===== src/rtl/cmd_pkg.sv =====
// Shared constants for the command issuer: opcodes, frame size,
// FSM encoding and small arithmetic helpers.
package cmd_pkg;

   localparam logic [7:0] READ_DATA  = 8'd0;
   localparam logic [7:0] CLKSWITCH  = 8'd1;
   localparam logic [7:0] VERSION    = 8'd2;
   localparam logic [7:0] SPI        = 8'd3;
   localparam logic [7:0] FIFOTEST   = 8'd4;
   localparam logic [7:0] SET_LENGTH = 8'd5;
   localparam logic [7:0] FIFO_USED  = 8'd6;

   localparam int CMD_BYTES = 8;
   localparam int IDX_W     = $clog2(CMD_BYTES);

   typedef enum logic [2:0] {
      ST_IDLE,
      ST_SEND,
      ST_WAIT_RSP,
      ST_RECV,
      ST_DONE
   } state_e;

   function automatic logic [2:0] popcnt4(input logic [3:0] k);
      return {2'b00, k[0]} + {2'b00, k[1]} + {2'b00, k[2]} + {2'b00, k[3]};
   endfunction

   function automatic logic [31:0] sat_add(input logic [31:0] a,
                                           input logic [2:0]  b);
      logic [32:0] s;
      s = {1'b0, a} + {30'd0, b};
      return s[32] ? 32'hFFFF_FFFF : s[31:0];
   endfunction

endpackage


===== src/rtl/cmd_timeout_ctr.sv =====
// Response watchdog: counts enabled cycles, expires at TIMEOUT_CYCLES-1.
module cmd_timeout_ctr #(
   parameter int TIMEOUT_CYCLES = 1000000
) (
   input  logic clk,
   input  logic rst,
   input  logic clear,
   input  logic enable,
   output logic expire
);

   localparam int W = $clog2(TIMEOUT_CYCLES);

   logic [W-1:0] cnt_q, cnt_d;

   always_comb begin
      cnt_d = cnt_q;
      if (clear)       cnt_d = '0;
      else if (enable) cnt_d = cnt_q + 1'b1;
   end

   always_ff @(posedge clk or posedge rst) begin
      if (rst) cnt_q <= '0;
      else     cnt_q <= cnt_d;
   end

   assign expire = enable && (cnt_q == W'(TIMEOUT_CYCLES - 1));

endmodule


===== src/rtl/cmd_issuer.sv =====
// Command issuer: streams an 8-byte command, then collects the response.
// Watchdog present only when CMD_ISSUER_TIMEOUT_EN is defined.
module cmd_issuer
   import cmd_pkg::*;
#(
   parameter int TIMEOUT_CYCLES = 1000000
) (
   input  logic        clk,
   input  logic        rst,
   input  logic        cmd_valid,
   output logic        cmd_ready,
   input  logic [63:0] cmd_data,
   input  logic [31:0] cmd_rsp_len,
   output logic        o_tvalid,
   input  logic        o_tready,
   output logic [7:0]  o_tdata,
   input  logic        i_tvalid,
   output logic        i_tready,
   input  logic [31:0] i_tdata,
   input  logic [3:0]  i_tkeep,
   input  logic        i_tlast,
   output logic        rsp_valid,
   output logic [31:0] rsp_data,
   output logic [3:0]  rsp_keep,
   output logic        done,
   output logic [31:0] rsp_bytes,
   output logic        err_short,
   output logic        err_timeout
);

   state_e             state_q, state_d;
   logic [63:0]        cmd_q, cmd_d;
   logic [31:0]        len_q, len_d;
   logic [IDX_W-1:0]   idx_q, idx_d;
   logic [31:0]        bytes_q, bytes_d;
   logic               es_q, es_d;
   logic               et_q, et_d;
   logic               rv_q, rv_d;
   logic [31:0]        rd_q, rd_d;
   logic [3:0]         rk_q, rk_d;

   logic               wait_st;
   logic               beat;
   logic               tmo_hit;
   logic [31:0]        new_bytes;

   assign wait_st   = (state_q == ST_WAIT_RSP) || (state_q == ST_RECV);
   assign beat      = i_tvalid && wait_st;
   assign new_bytes = sat_add(bytes_q, popcnt4(i_tkeep));

`ifdef CMD_ISSUER_TIMEOUT_EN
   cmd_timeout_ctr #(
      .TIMEOUT_CYCLES (TIMEOUT_CYCLES)
   ) u_tmo (
      .clk    (clk),
      .rst    (rst),
      .clear  (beat || !wait_st),
      .enable (wait_st),
      .expire (tmo_hit)
   );
`else
   assign tmo_hit = 1'b0;
`endif

   always_comb begin
      state_d = state_q;
      cmd_d   = cmd_q;
      len_d   = len_q;
      idx_d   = idx_q;
      bytes_d = bytes_q;
      es_d    = es_q;
      et_d    = et_q;
      rv_d    = 1'b0;
      rd_d    = rd_q;
      rk_d    = rk_q;
      unique case (state_q)
         ST_IDLE: begin
            if (cmd_valid) begin
               cmd_d   = cmd_data;
               len_d   = cmd_rsp_len;
               bytes_d = '0;
               es_d    = 1'b0;
               et_d    = 1'b0;
               idx_d   = '0;
               state_d = ST_SEND;
            end
         end
         ST_SEND: begin
            if (o_tready) begin
               idx_d = idx_q + 1'b1;
               if (idx_q == IDX_W'(CMD_BYTES - 1))
                  state_d = (len_q == '0) ? ST_DONE : ST_WAIT_RSP;
            end
         end
         ST_WAIT_RSP, ST_RECV: begin
            // An accepted beat takes priority over a same-cycle expiry.
            if (beat) begin
               rv_d    = 1'b1;
               rd_d    = i_tdata;
               rk_d    = i_tkeep;
               bytes_d = new_bytes;
               state_d = ST_RECV;
               if (i_tlast || (new_bytes >= len_q)) begin
                  es_d    = i_tlast && (new_bytes < len_q);
                  state_d = ST_DONE;
               end
            end else if (tmo_hit) begin
               et_d    = 1'b1;
               state_d = ST_DONE;
            end
         end
         ST_DONE: state_d = ST_IDLE;
         default: state_d = ST_IDLE;
      endcase
   end

   always_ff @(posedge clk or posedge rst) begin
      if (rst) begin
         state_q <= ST_IDLE;
         cmd_q   <= '0;
         len_q   <= '0;
         idx_q   <= '0;
         bytes_q <= '0;
         es_q    <= 1'b0;
         et_q    <= 1'b0;
         rv_q    <= 1'b0;
         rd_q    <= '0;
         rk_q    <= '0;
      end else begin
         state_q <= state_d;
         cmd_q   <= cmd_d;
         len_q   <= len_d;
         idx_q   <= idx_d;
         bytes_q <= bytes_d;
         es_q    <= es_d;
         et_q    <= et_d;
         rv_q    <= rv_d;
         rd_q    <= rd_d;
         rk_q    <= rk_d;
      end
   end

   assign cmd_ready   = (state_q == ST_IDLE);
   assign o_tvalid    = (state_q == ST_SEND);
   assign o_tdata     = cmd_q[{idx_q, 3'b000} +: 8];
   assign i_tready    = wait_st;
   assign rsp_valid   = rv_q;
   assign rsp_data    = rd_q;
   assign rsp_keep    = rk_q;
   assign done        = (state_q == ST_DONE);
   assign rsp_bytes   = bytes_q;
   assign err_short   = es_q;
   assign err_timeout = et_q;

endmodule

===== config.mk =====
export PLATFORM = sky130hd
export DESIGN_NAME = cmd_issuer
export DESIGN_NICKNAME = d
export VERILOG_FILES = /design/src/rtl/cmd_pkg.sv /design/src/rtl/cmd_timeout_ctr.sv /design/src/rtl/cmd_issuer.sv
export SDC_FILE = /design/constraint.sdc
export NUM_CORES = 1
export LEC_CHECK = 0
export CAP_MARGIN = 10
export CORE_MARGIN = 5
export CORE_UTILIZATION = 45
export CTS_BUF_LIST = sky130_fd_sc_hd__clkbuf_16
export DETAILED_ROUTE_END_ITERATION = 6
export PLACE_DENSITY = 0.77
export SYNTH_ARGS = -nofsm -noshare
export SYNTH_HDL_FRONTEND = slang
export SYNTH_SLANG_ARGS = --single-unit

===== constraint.sdc =====
create_clock -name clk -period 5.3 [get_ports clk]
set_input_delay 1.06 -clock clk [delete_from_list [all_inputs] [get_ports clk]]
set_output_delay 1.06 -clock clk [all_outputs]
set_load 0.01 [all_outputs]

==> metrics.cfg <==
[power_and_ir_drop]
p_comb_share_pct = 40.1
p_sw_share_pct = 36.08
p_switching_mw = 2.109
powerDensity_nw_per_um2 = 469.2
power_mw = 5.846
internal_power_mw = 3.737
leakage_nw = 5.882
peakVddDrop_v = 0.0002724
p_seq_share_pct = 37.2
pwr-share-clk_pct = 22.7

[global_routing]
grt_use_total_pct = 22.95
antenna_found_initial = 0
grt_pass1_wl_um = 41820
grt_max_degree = 173
grt-ovfl-total = 0
grt_pass1_vias = 8123

[die]
std_cell_rows = 51
dieArea_sq_um = 23040
coreArea_sq_um = 19650
start_util_pct = 46.02
die_w_um = 151.8
ios = 221
fp.dieH_um = 151.8

[detailed_routing]
drt-total-wl_um = 26060
routedWlPerCell_um = 17.11
drt-vias-per-instance = 5.248
drt_iter0_drc = 469
drc_errors = 0
vias = 7993
drtAntennaViolNets = 0
drt-pass1-iter-count = 5

[sta]
hold_viol = 0
rsz0062_at_grt = no
final_max_slew_viol_count = 0
clock_skew_ns = 0.01042
worst_slew_pin_slew_ns = 1.024
finalSetupViolations = 0
fin_setup_tns_ns = 0
layout_setup_ws_ns = 0.2000
max_freq_mhz = 196.1
relSlewSlack_pct = 31.70
whs_ns = 0.4709
period_share_pct = 96.23
min_period_ns = 5.100

[place]
gp_congestion = 0.8908
pre_cts_slack_ns = -0.4131
hpwl_um = 18580
place.port_buffers = 219
place_area_sq_um = 11740
dp_cells = 1488

[finish]
syn_to_final_growth_pct = 37.76
post-route-util_pct = 63.40
layout-drive-gt1-share_pct = 12.08
antenna_cells = 0
final_nets = 1422
finalInstanceArea_sq_um = 12460
fillerInstances = 1676
layoutNonFillerInstCount = 1523

[yosys]
synth_top_family_by_area = simple AND/OR/NAND/NOR gates
synth_common_cells = nand2_1, dfrtp_1, o21ai_0
syn_nets = 1182
synth_mux_area_share_pct = 5.450
synth_fa_ha_area_share_pct = 5.506
synth.most_common_cell = nand2_1
synth_compound_area_share_pct = 10.14
yosysWarnings = 0
synth_cell_type_count = 61
netlist_area_sq_um = 9045
post_synth_inst_count = 1006
synth-xor-area-share_pct = 2.614
synth.largest_area_cell = dfrtp_1
ys_ff_latch = 172
synth_top_area_share_pct = 47.59
syn_area_per_cell_sq_um = 8.991
synth_edf_count = 0
yosys.area_share.simple_pct = 23.92
synthArstFlopShare_pct = 100.0
synth_ff_type = dfrtp_1
yosys-top-cells-area = dfrtp_1, nand2_1, ha_1
seq_area_frac_synth_pct = 47.59

[setup_path]
crit_chain = clkdlybuf4s50_1 -> fa_1 -> inv_1 -> fa_1 -> inv_1 -> fa_2 -> nand3_2 -> nor4_4 -> buf_4 -> nand4b_4 -> buf_4 -> and2_1 -> ha_1 -> nor2b_1 -> o211ai_1 -> a2111oi_2 -> o31ai_1 -> o21ai_1 -> o221ai_1
cp_top_family = adder cells
cp_max_fo = 15
crit_buf_inv = 5
worstPathArrival_ns = 5.38
cpMaxStageDelayCell = fa_1
max_stage_delay_ns = 0.51
startpoint_type = input pin
end_kind = flip-flop
crit_required_ns = 5.58
path_class = in2reg

[clocking]
h-tree-depth = 4
insertion_delay_ns = 0.42
path_clk_slew_ns = 0.06
cts_root_buf = clkbuf_16
ctsLongestPathBuffers = 2
numCtsBuffers = 17
cts_tree = built
clock_sinks = 172

[flow_run]
maxCapViolations = 0

[min_path]
hold_path_class = reg2reg

[outcome]
run_status = complete, no violations

-- layout by cell type (no fill, tap or decap), types with 10 or more instances in the layout --
cell type and n:
dfrtp_1 172, nand3_1 21, xnor2_1 16, nand4_1 15, buf_4 54, nand2_1 390
ha_1 35, mux2_2 10, clkbuf_16 18, nor2_1 17, inv_1 41, clkdlybuf4s50_1 217
o21ai_0 47, a21oi_1 39, mux4_2 16, xor2_1 11
-- state kept, by name, summed over array words and instances, names as in the netlist --
register / cells
idx_q: 3
state_q: 3
err_short: 1
rsp_bytes: 32
rsp_keep: 4
cmd_q: 64
rsp_data: 32
rsp_valid: 1
len_q: 32
-- per-layer routing --
metal	vias up	GRT usage (%)	wire, um
li1	3841	-	-
met1	3879	31.52	11380
met2	252	36.11	12220
met3	21	7.109	2117
met4	0	4.987	336
met5	-	0	0
-- repair_timing --
| action | CTS | global route |
|---|---|---|
| setup endpoints to repair | 1 | 4 |
| resized for setup | 1 | 15 |
| gates cloned | 0 | 1 |
| pin swaps | 0 | 4 |
| endpoints found under the hold margin | 0 | 0 |
| setup buffers | 0 | 3 |
| hold buffers | 0 | 0 |
-- cells by family after synthesis --
kind of cell    Yosys count
compound gates          134
xor+xnor                 27
fa+ha+maj                38
buf+inv                  98
flops                   172
mux                      28
other cells               1
simple gates            508
-- area by class of cell --
type / instances / area [sq um] / share of cell area, %
Sequential cell: 172 / 4304 / 34.54
Clock inverter: 14 / 195.2 / 1.566
Timing Repair Buffer: 276 / 2668 / 21.41
Inverter: 43 / 165.2 / 1.325
Tap cell: 265 / 331.6 / 2.661
Clock buffer: 17 / 425.4 / 3.414
Multi-Input combinational cell: 736 / 4372 / 35.08
-- tightest hold or removal path, delay by kind of cell (launching register included) --
kind,cells,cell delay (ns)
AND/OR/NAND/NOR,2,0.11
flip-flops,1,0.33
-- worst paths after layout --
check | startpoint | end | slack, ns | depth (start not counted)
max in group asynchronous | rst | state_q[2] | 3.26 | 3
max reg2reg | rsp_bytes[0] | state_q[1] | 1.36 | 17
min | cmd_q[61] | cmd_q[61] | 0.47 | 2
min reg2reg | cmd_q[61] | cmd_q[61] | 0.47 | 2
min in group asynchronous | rst | cmd_q[3] | 1.23 | 3
max | i_tkeep[1] | state_q[1] | 0.20 | 19
-- power groups by stage --
stage / Clock (mW) / Sequential [mW] / Combinational [mW]
CTS: 1.35 / 2.17 / 2.34
finish: 1.33 / 2.17 / 2.34
floorplan: 0 / 2.13 / 1.35
global placement: 0 / 2.16 / 2.25
detailed placement: 0 / 2.19 / 2.32
global route: 1.40 / 2.25 / 2.60
No activity file was read; power rests on OpenSTA's default activity.
